`src/rtl/source_scheduler_pkg.sv`:
```
// source_scheduler shared types: mode codes, FSM states, words per group.
// Optional: SOURCE_SCHEDULER_TEST_PATTERN_EN makes mode 3 a supported mode.
package source_scheduler_pkg;

  localparam logic [7:0] MODE_QUANT3 = 8'd0;
  localparam logic [7:0] MODE_RAW_I  = 8'd1;
  localparam logic [7:0] MODE_RAW_Q  = 8'd2;
  localparam logic [7:0] MODE_TEST   = 8'd3;

  localparam int WPG_QUANT = 3;
  localparam int WPG_RAW   = 2;

  typedef enum logic [1:0] {
    ST_IDLE,
    ST_FILL,
    ST_RUN,
    ST_DRAIN
  } state_t;

  function automatic logic mode_ok(input logic [7:0] m);
`ifdef SOURCE_SCHEDULER_TEST_PATTERN_EN
    return (m <= MODE_TEST);
`else
    return (m <= MODE_RAW_Q);
`endif
  endfunction

endpackage

```
`src/rtl/source_group_packer.sv`:
```
// Capture shift register, tagged output group register, phase word select.
// In: samples, capture/load/emit strobes, phase, mode. Out: word, en, last, test.
module source_group_packer
  import source_scheduler_pkg::*;
(
  input  logic        clk,
  input  logic        reset_n,
  input  logic        capture,
  input  logic        load,
  input  logic        last_in,
  input  logic        emit,
  input  logic [1:0]  phase,
  input  logic [1:0]  mode_cap,
  input  logic [15:0] pattern,
  input  logic [1:0]  ch1_si,
  input  logic [1:0]  ch1_sq,
  input  logic [1:0]  ch2_si,
  input  logic [1:0]  ch2_sq,
  input  logic [1:0]  ch3_si,
  input  logic [1:0]  ch3_sq,
  input  logic [7:0]  ch1_i,
  input  logic [7:0]  ch1_q,
  output logic [15:0] word,
  output logic        word_en,
  output logic        word_last,
  output logic        word_test
);

  logic [11:0] set_q;
  logic [47:0] sh;
  logic [47:0] sh_nxt;
  logic [47:0] grp_q;
  logic [1:0]  tag;
  logic        last_q;
  logic        is_quant;
  logic        is_test;

  assign set_q = {ch1_si, ch1_sq, ch2_si, ch2_sq, ch3_si, ch3_sq};

  always_comb begin
    sh_nxt = sh;
    unique case ({6'd0, mode_cap})
      MODE_QUANT3: sh_nxt = {sh[35:0], set_q};
      MODE_RAW_I:  sh_nxt = {sh[39:0], ch1_i};
      MODE_RAW_Q:  sh_nxt = {sh[39:0], ch1_q};
      default:     sh_nxt = sh;
    endcase
  end

  // The output group keeps its own mode tag so a mode change at a
  // packet boundary never reformats words still being emitted.
  always_ff @(posedge clk or negedge reset_n) begin
    if (!reset_n) begin
      sh     <= '0;
      grp_q  <= '0;
      tag    <= '0;
      last_q <= 1'b0;
    end else begin
      if (capture) sh <= sh_nxt;
      if (load) begin
        grp_q  <= sh_nxt;
        tag    <= mode_cap;
        last_q <= last_in;
      end
    end
  end

  assign is_quant = ({6'd0, tag} == MODE_QUANT3);
  assign is_test  = ({6'd0, tag} == MODE_TEST);

  always_comb begin
    word    = '0;
    word_en = 1'b0;
    if (emit) begin
      unique case (1'b1)
        is_quant: begin
          word_en = (phase != 2'd3);
          word    = (phase == 2'd0) ? grp_q[47:32] :
                    (phase == 2'd1) ? grp_q[31:16] : grp_q[15:0];
        end
        is_test: begin
          word_en = (phase != 2'd3);
          word    = pattern;
        end
        default: begin
          word_en = (phase == 2'd0) || (phase == 2'd2);
          word    = (phase == 2'd0) ? grp_q[31:16] : grp_q[15:0];
        end
      endcase
      if (!word_en) word = '0;
    end
  end

  assign word_last = word_en && (phase == 2'd2) && last_q;
  assign word_test = word_en && is_test;

endmodule

```
`src/rtl/source_scheduler.sv`:
```
// Sample-source FSM: packetised capture of ADC groups for packet_streamer.
// Optional macro SOURCE_SCHEDULER_TEST_PATTERN_EN adds mode 3 counter words.
module source_scheduler
  import source_scheduler_pkg::*;
#(
  parameter int GROUPS_PER_PACKET = 240,
  parameter int PKT_CNT_W         = 16
) (
  input  logic                 clk,
  input  logic                 reset_n,
  input  logic                 enable,
  input  logic [7:0]           mode,
  input  logic [1:0]           ch1_si,
  input  logic [1:0]           ch1_sq,
  input  logic [1:0]           ch2_si,
  input  logic [1:0]           ch2_sq,
  input  logic [1:0]           ch3_si,
  input  logic [1:0]           ch3_sq,
  input  logic [7:0]           ch1_i,
  input  logic [7:0]           ch1_q,
  output logic [15:0]          source_data,
  output logic                 source_en,
  output logic                 source_packet_end,
  output logic [7:0]           mode_active,
  output logic                 busy,
  output logic                 mode_err,
  output logic [PKT_CNT_W-1:0] packet_count
);

  localparam int GW = $clog2(GROUPS_PER_PACKET) + 1;
  localparam logic [GW-1:0] G_LAST = GW'(GROUPS_PER_PACKET - 1);

  state_t        state;
  logic [1:0]    phase;
  logic [GW-1:0] grp;
  logic [15:0]   pattern;
  logic          capture;
  logic          load;
  logic          emit;
  logic          req_ok;
  logic [15:0]   word;
  logic          word_en;
  logic          word_last;
  logic          word_test;

  assign capture = (state == ST_FILL) || (state == ST_RUN);
  assign load    = capture && (phase == 2'd3);
  assign emit    = (state == ST_RUN) || (state == ST_DRAIN);
  assign req_ok  = mode_ok(mode);

  always_ff @(posedge clk or negedge reset_n) begin
    if (!reset_n) begin
      state       <= ST_IDLE;
      phase       <= '0;
      grp         <= '0;
      mode_active <= '0;
      mode_err    <= 1'b0;
      busy        <= 1'b0;
    end else begin
      phase <= (state == ST_IDLE) ? 2'd0 : phase + 2'd1;
      unique case (state)
        ST_IDLE: begin
          if (enable && req_ok) begin
            state       <= ST_FILL;
            mode_active <= mode;
            mode_err    <= 1'b0;
            busy        <= 1'b1;
            grp         <= '0;
          end else if (enable) begin
            mode_err <= 1'b1;
          end
        end
        ST_FILL, ST_RUN: begin
          if (phase == 2'd3) begin
            if (grp != G_LAST) begin
              grp   <= grp + GW'(1);
              state <= ST_RUN;
            end else if (enable && req_ok) begin
              mode_active <= mode;
              grp         <= '0;
              state       <= ST_RUN;
            end else begin
              state <= ST_DRAIN;
              if (!req_ok) mode_err <= 1'b1;
            end
          end
        end
        ST_DRAIN: begin
          if (phase == 2'd3) begin
            state <= ST_IDLE;
            busy  <= 1'b0;
          end
        end
      endcase
    end
  end

  source_group_packer u_packer (
    .clk       (clk),
    .reset_n   (reset_n),
    .capture   (capture),
    .load      (load),
    .last_in   (grp == G_LAST),
    .emit      (emit),
    .phase     (phase),
    .mode_cap  (mode_active[1:0]),
    .pattern   (pattern),
    .ch1_si    (ch1_si),
    .ch1_sq    (ch1_sq),
    .ch2_si    (ch2_si),
    .ch2_sq    (ch2_sq),
    .ch3_si    (ch3_si),
    .ch3_sq    (ch3_sq),
    .ch1_i     (ch1_i),
    .ch1_q     (ch1_q),
    .word      (word),
    .word_en   (word_en),
    .word_last (word_last),
    .word_test (word_test)
  );

  always_ff @(posedge clk or negedge reset_n) begin
    if (!reset_n) begin
      source_data       <= '0;
      source_en         <= 1'b0;
      source_packet_end <= 1'b0;
      packet_count      <= '0;
    end else begin
      source_data       <= word;
      source_en         <= word_en;
      source_packet_end <= word_last;
      if (word_last) packet_count <= packet_count + 1'b1;
    end
  end

`ifdef SOURCE_SCHEDULER_TEST_PATTERN_EN
  // Wraps on the packet's last word so every test packet starts at 0.
  always_ff @(posedge clk or negedge reset_n) begin
    if (!reset_n) begin
      pattern <= '0;
    end else if (state == ST_IDLE) begin
      pattern <= '0;
    end else if (word_test) begin
      pattern <= word_last ? 16'd0 : pattern + 16'd1;
    end
  end
`else
  logic unused_test;
  assign pattern     = '0;
  assign unused_test = word_test;
`endif

endmodule

```
`config.mk`:
```
export PLATFORM = sky130hd
export DESIGN_NAME = source_scheduler
export DESIGN_NICKNAME = d
export VERILOG_FILES = /design/src/rtl/source_scheduler_pkg.sv /design/src/rtl/source_group_packer.sv /design/src/rtl/source_scheduler.sv
export SDC_FILE = /design/constraint.sdc
export NUM_CORES = 1
export LEC_CHECK = 0
export CAP_MARGIN = 40
export CORE_MARGIN = 8
export CORE_UTILIZATION = 47
export CTS_CLUSTER_SIZE = 12
export DETAILED_ROUTE_END_ITERATION = 8
export PLACE_DENSITY = 0.67
export SKIP_CTS_REPAIR_TIMING = 1
export SYNTH_ARGS = -nofsm -noshare
export SYNTH_HDL_FRONTEND = slang
export SYNTH_HIERARCHICAL = 1
export SYNTH_SLANG_ARGS = --single-unit
```
`constraint.sdc`:
```
create_clock -name clk -period 3.2 [get_ports clk]
set_input_delay 0.96 -clock clk [delete_from_list [all_inputs] [get_ports clk]]
set_output_delay 0.96 -clock clk [all_outputs]
set_load 0.005 [all_outputs]
```
==> PnR_summary.wiki, run 1 <==
{| class="wikitable"
! Metric !! Value
|-
| Overflow left after global routing || 0
|-
| Post-Syn Area per Cell || 9.89 um2
|-
| Area Growth Syn to Fin || 17.7%
|-
| Final instance area || 0.0108 mm2
|-
| Launching element type of the critical path || flop
|-
| Setup TNS after final layout || 0 ns
|-
| Die extent in x || 156 um
|-
| Detailed placement HPWL || 15000 um
|-
| Clock network latency to the later pin of the worst-skew pair || 0.43 ns
|-
| Cell at the root of the clock tree || clkbuf_16
|-
| Overall routed net length || 23400 um
|-
| Cell count after synthesis || 930
|-
| Arrival time worst endpoint || 2.93 ns
|-
| Synth warnings || 6
|-
| First-pass GRT wire length || 37900 um
|-
| TritonCTS clock tree || built
|-
| Max-cap violation count || 0
|-
| Worst-case hold slack || 0.468 ns
|-
| Required time of the worst setup path || 3.51 ns
|-
| Ratio of final minimum period to clock period || 81.8%
|-
| Count of fill cells added during filler insertion || 1657
|-
| Global-route total usage across every layer || 19.5%
|-
| Vias post-DR || 7349
|-
| Post-Route Skew || 0.0123 ns
|-
| Post-route total power || 10400 uW
|-
| Peak clock frequency supported by timing || 382 MHz
|-
| Number of nets in the finished design || 1032
|-
| Starting utilization of the core area || 47.6%
|-
| Initial antenna violation count || 0
|-
| 1st-pass router iterations || 5
|-
| P per Cell Area || 960 mW/mm2
|-
| Vertical die dimension || 156 um
|-
| Average wire per standard cell || 18.5 um
|-
| Max Buffers Root-to-Sink || 2
|-
| Core area || 0.0193 mm2
|-
| Number of rows in the core area || 51
|-
| Post-Place Cell Area || 0.0102 mm2
|-
| Via density per instance || 5.82
|-
| Endpoint class of the critical path || flop
|-
| Worst slew margin || 45.5%
|-
| Number of global-route vias before repair || 7075
|-
| Minimum clock period || 2.62 ns
|-
| Number of levels in the clock H-tree || 4
|-
| Maximum number of pins on one net before global-route repair || 114
|-
| Total number of clock tree sinks || 156
|-
| TritonCTS Buffers || 17
|-
| Maximum fanout count along the critical path || 18
|-
| Number of setup violations in the final report || 0
|-
| Number of buffers inserted by port buffering || 82
|-
| Area of the die || 0.0243 mm2
|-
| CTS clock-pin slew for the worst setup and hold paths || 0.06 ns
|-
| Worst setup path category || flop to flop
|-
| Gp weighted congestion || 0.790
|-
| Number of violations reported at the end of detailed-routing iteration 0 || 476
|-
| Share of cells above drive strength 1 || 14.0%
|-
| Slew at the pin closest to its max-slew limit || 0.817 ns
|-
| Ports || 83
|-
| Leakage power of the design || 0.00425 uW
|-
| DRC errors left || 0
|-
| Status || complete, no violations
|-
| Setup slack after layout || 0.582 ns
|-
| Inserted Diodes || 0
|-
| Worst-case setup slack after placement || 0.411 ns
|-
| Type of the most critical hold path || flop to flop
|-
| Pins Over Slew Limit || 0
|-
| Summed instance area of the synthesized netlist || 0.00920 mm2
|-
| Max IR drop VDD || 0.000681 V
|-
| DRT antenna net count || 0
|-
| Final number of hold-violating endpoints || 0
|-
| Setup repair after global routing missed its margin || false
|}
## registers in the layout, indices dropped and copies added (netlist names), 2 cells and up
signal and flops:
source_data 16, u_packer/tag 2, grp 9, packet_count 16, state 2, u_packer/grp_q 48
phase 2, mode_active 8, u_packer/sh 48
## routing by layer
metal  GRT usage, %  part of all wire (%)  vias to the layer above
met5              0                     0                        -
met4           6.65                   1.7                        0
met3           4.71                   6.1                       26
met2           31.9                    48                      179
met1           24.7                    44                     3621
li1               -                     -                     3523
## final cells by class
type	instances	area (um2)	share of cell area, %
Tap cell	265	332	3.06
Clock buffer	20	467	4.31
Inverter	12	45.0	0.416
Clock inverter	12	138	1.27
Timing Repair Buffer	99	1040	9.58
Sequential cell	156	3910	36.2
Multi-Input combinational cell	698	4890	45.2
## path summary, 6_finish.rpt
check	slack [ns]	end	depth (start not counted)	from
min reg2reg	0.47	packet_count[15]	1	packet_count[15]
min	0.47	packet_count[15]	1	packet_count[15]
max reg2reg	0.58	packet_count[13]	8	state[0]
max in group asynchronous	2.04	mode_active[0]	2	reset_n
min in group asynchronous	0.48	grp[5]	1	reset_n
max	0.58	packet_count[13]	8	state[0]
## cell usage in the layout, fill, tap and decap left out, types with 11 or more instances in the layout
master           count
clkbuf_16           17
mux2_2              63
xnor2_1             11
nand3_1             25
o22ai_1             62
clkdlybuf4s50_1     81
nand2b_1            44
a21oi_1            124
mux2i_1             66
a21boi_0            13
o211ai_1            31
o211a_1             16
dfrtp_1            153
nand2_1             28
nor2_1              68
conb_1              16
o21ai_0             17
a31oi_1             14
## report_power, final
| part | switching (uW) | total (uW) | internal (uW) |
|---|---|---|---|
| sequential | 791 | 3500 | 2700 |
| combinational | 2680 | 4840 | 2160 |
| clock | 838 | 2050 | 1220 |
| total | 4310 | 10400 | 6080 |
## critical path: stages, from the launching register on
cell and delay, ns:
dfrtp_1 0.39, inv_1 0.13, ha_1 0.15, or2_2 0.39
and4b_1 0.42, nand4_1 0.24, nor3_1 0.46, nand4_1 0.17
xnor2_1 0.15
## stage by stage
step,utilization [%],cells
after floorplan,-,945
after global placement,52.9,1230
after detailed placement,52.9,1230
after CTS,56.0,1262
after global routing,56.0,1262
final,56.0,1262
Power figures use the tool's default switching activity.
==> run 2: changes to the inputs <==
==> constraint.sdc (replaced) <==
create_clock -name clk -period 2.7 [get_ports clk]
set_input_delay 0.81 -clock clk [delete_from_list [all_inputs] [get_ports clk]]
set_output_delay 0.81 -clock clk [all_outputs]
set_load 0.005 [all_outputs]
==> PnR_summary.wiki, run 2 (synthesized netlist as in run 1, its figures left out) <==
{| class="wikitable"
! Metric !! Value
|-
| Status || complete, no violations
|-
| Max IR drop VDD || 0.00120 V
|-
| Number of global-route vias before repair || 7143
|-
| Worst-case setup slack after placement || 0.0994 ns
|-
| Share of cells above drive strength 1 || 14.5%
|-
| Setup repair after global routing missed its margin || false
|-
| Crit-path max cell delay || 0.54 ns
|-
| Peak clock frequency supported by timing || 435 MHz
|-
| Arrival time worst endpoint || 1.49 ns
|-
| Largest regs || u_packer/grp_q x48, u_packer/sh x48
|-
| Global-route total usage across every layer || 19.7%
|-
| Die extent in x || 156 um
|-
| Number of buffers and inverters on the critical path || 1
|-
| Max-cap violation count || 0
|-
| Average wire per standard cell || 18.5 um
|-
| Max Buffers Root-to-Sink || 2
|-
| 1st-pass router iterations || 7
|-
| Clock network power share || 20.0%
|-
| Setup slack after layout || 0.402 ns
|-
| Setup TNS after final layout || 0 ns
|-
| Leakage power of the design || 0.00429 uW
|-
| Clock network latency to the later pin of the worst-skew pair || 0.43 ns
|-
| TritonCTS Buffers || 17
|-
| Post-Route Skew || 0.0128 ns
|-
| Number of setup violations in the final report || 0
|-
| Final number of hold-violating endpoints || 0
|-
| Number of rows in the core area || 51
|-
| CP top delay family || buffers and inverters
|-
| Gp weighted congestion || 0.790
|-
| Overall routed net length || 23500 um
|-
| Slew at the pin closest to its max-slew limit || 0.763 ns
|-
| DRT antenna net count || 0
|-
| CTS clock-pin slew for the worst setup and hold paths || 0.06 ns
|-
| Vertical die dimension || 156 um
|-
| Cell-internal power || 7270 uW
|-
| Cell at the slowest stage of the critical path || clkdlybuf4s50_1
|-
| Endpoint class of the critical path || output port
|-
| Required time of the worst setup path || 1.89 ns
|-
| Number of violations reported at the end of detailed-routing iteration 0 || 546
|-
| Sequential fraction of design power || 33.7%
|-
| Most frequent standard cell in the layout excluding fill and tap cells || dfrtp_1
|-
| Via density per instance || 5.83
|-
| Total number of clock tree sinks || 156
|-
| Number of nets in the finished design || 1038
|-
| Core area || 0.0193 mm2
|-
| Launching element type of the critical path || flop
|-
| Switching power || 5140 uW
|-
| Cell at the root of the clock tree || clkbuf_16
|-
| Pins Over Slew Limit || 0
|-
| Initial antenna violation count || 0
|-
| Detailed placement HPWL || 15400 um
|-
| Maximum number of pins on one net before global-route repair || 114
|-
| Worst setup path category || flop to output port
|-
| Area Growth Syn to Fin || 18.4%
|-
| DRC errors left || 0
|-
| Number of buffers inserted by port buffering || 82
|-
| Crit path cell chain || clkdlybuf4s50_1
|-
| Logic pwr share || 46.3%
|-
| Area of the die || 0.0243 mm2
|-
| Vias post-DR || 7389
|-
| Type of the most critical hold path || input port to asynchronous set/reset pin
|-
| Inserted Diodes || 0
|-
| Ports || 83
|-
| Ratio of final minimum period to clock period || 85.1%
|-
| Worst slew margin || 49.0%
|-
| P per Cell Area || 1140 mW/mm2
|-
| Minimum clock period || 2.30 ns
|-
| Overflow left after global routing || 0
|-
| First-pass GRT wire length || 38500 um
|-
| Commonest cells after routing, fill and taps aside || dfrtp_1 (153), a21oi_1 (124), clkdlybuf4s50_1 (81)
|-
| Number of levels in the clock H-tree || 4
|-
| Switching share of power || 41.4%
|-
| Starting utilization of the core area || 47.6%
|-
| TritonCTS clock tree || built
|-
| Maximum fanout count along the critical path || 10
|}
==> run 2: layout make-up <==
cell class	instances	area, um2
fill	1706	8450
multi-input combinational	698	4890
sequential	156	3910
timing repair buffer	105	1090
clock buffer	19	443
tap	265	332
clock inverter	13	168
inverter	12	45.0
==> run 2: power groups by stage <==
stage	Clock, uW	Sequential, uW	Combinational (uW)
3_5_place_dp	0	4210	5680
3_3_place_gp	0	4190	5580
6_report	2480	4180	5740
5_1_grt	2620	4300	6360
2_1_floorplan	0	3860	4380
4_1_cts	2530	4170	5710
==> run 2: final timing paths <==
check / from / end / slack [ns] / cells after the start
setup / recovery: mode_active[0] / mode_active[0] / 0.40 / 1
hold / removal: reset_n / grp[5] / 0.34 / 1
setup reg to reg: state[0] / packet_count[13] / 0.50 / 8
hold reg to reg: packet_count[15] / packet_count[15] / 0.46 / 1
max in group asynchronous: reset_n / u_packer/grp_q[26] / 1.65 / 2
min in group clk: packet_count[15] / packet_count[15] / 0.46 / 1
==> run 2: stage by stage <==
stage / utilization (%) / cell area, um2 / hold slack [ns] / std cells / total power, uW
global route: 56.3 / 10900 / 0.374 / 1268 / 13300
global placement: 53.1 / 10300 / 0.461 / 1236 / 9770
detailed placement: 53.1 / 10300 / 0.466 / 1236 / 9880
floorplan: - / 9250 / 0.422 / 945 / 8230
CTS: 56.3 / 10900 / 0.350 / 1268 / 12400
finish: 56.3 / 10900 / 0.343 / 1268 / 12400
==> run 2: per-layer routing <==
| metal | global-route usage, % | up-vias | part of all wire, % |
|---|---|---|---|
| li1 | - | 3534 | - |
| met5 | 0 | - | 0 |
| met2 | 32.4 | 162 | 48 |
| met1 | 26.1 | 3663 | 46 |
| met3 | 3.10 | 30 | 4.7 |
| met4 | 6.47 | 0 | 1.7 |
==> run 2: worst reg2reg max path, stage by stage (launching register included) <==
cell and delay (ns):
dfrtp_1 0.41, inv_1 0.14, ha_1 0.16, or2_2 0.11, and4b_1 0.24, nand4_1 0.22, nor3_1 0.48, nand4_1 0.17
xnor2_1 0.15
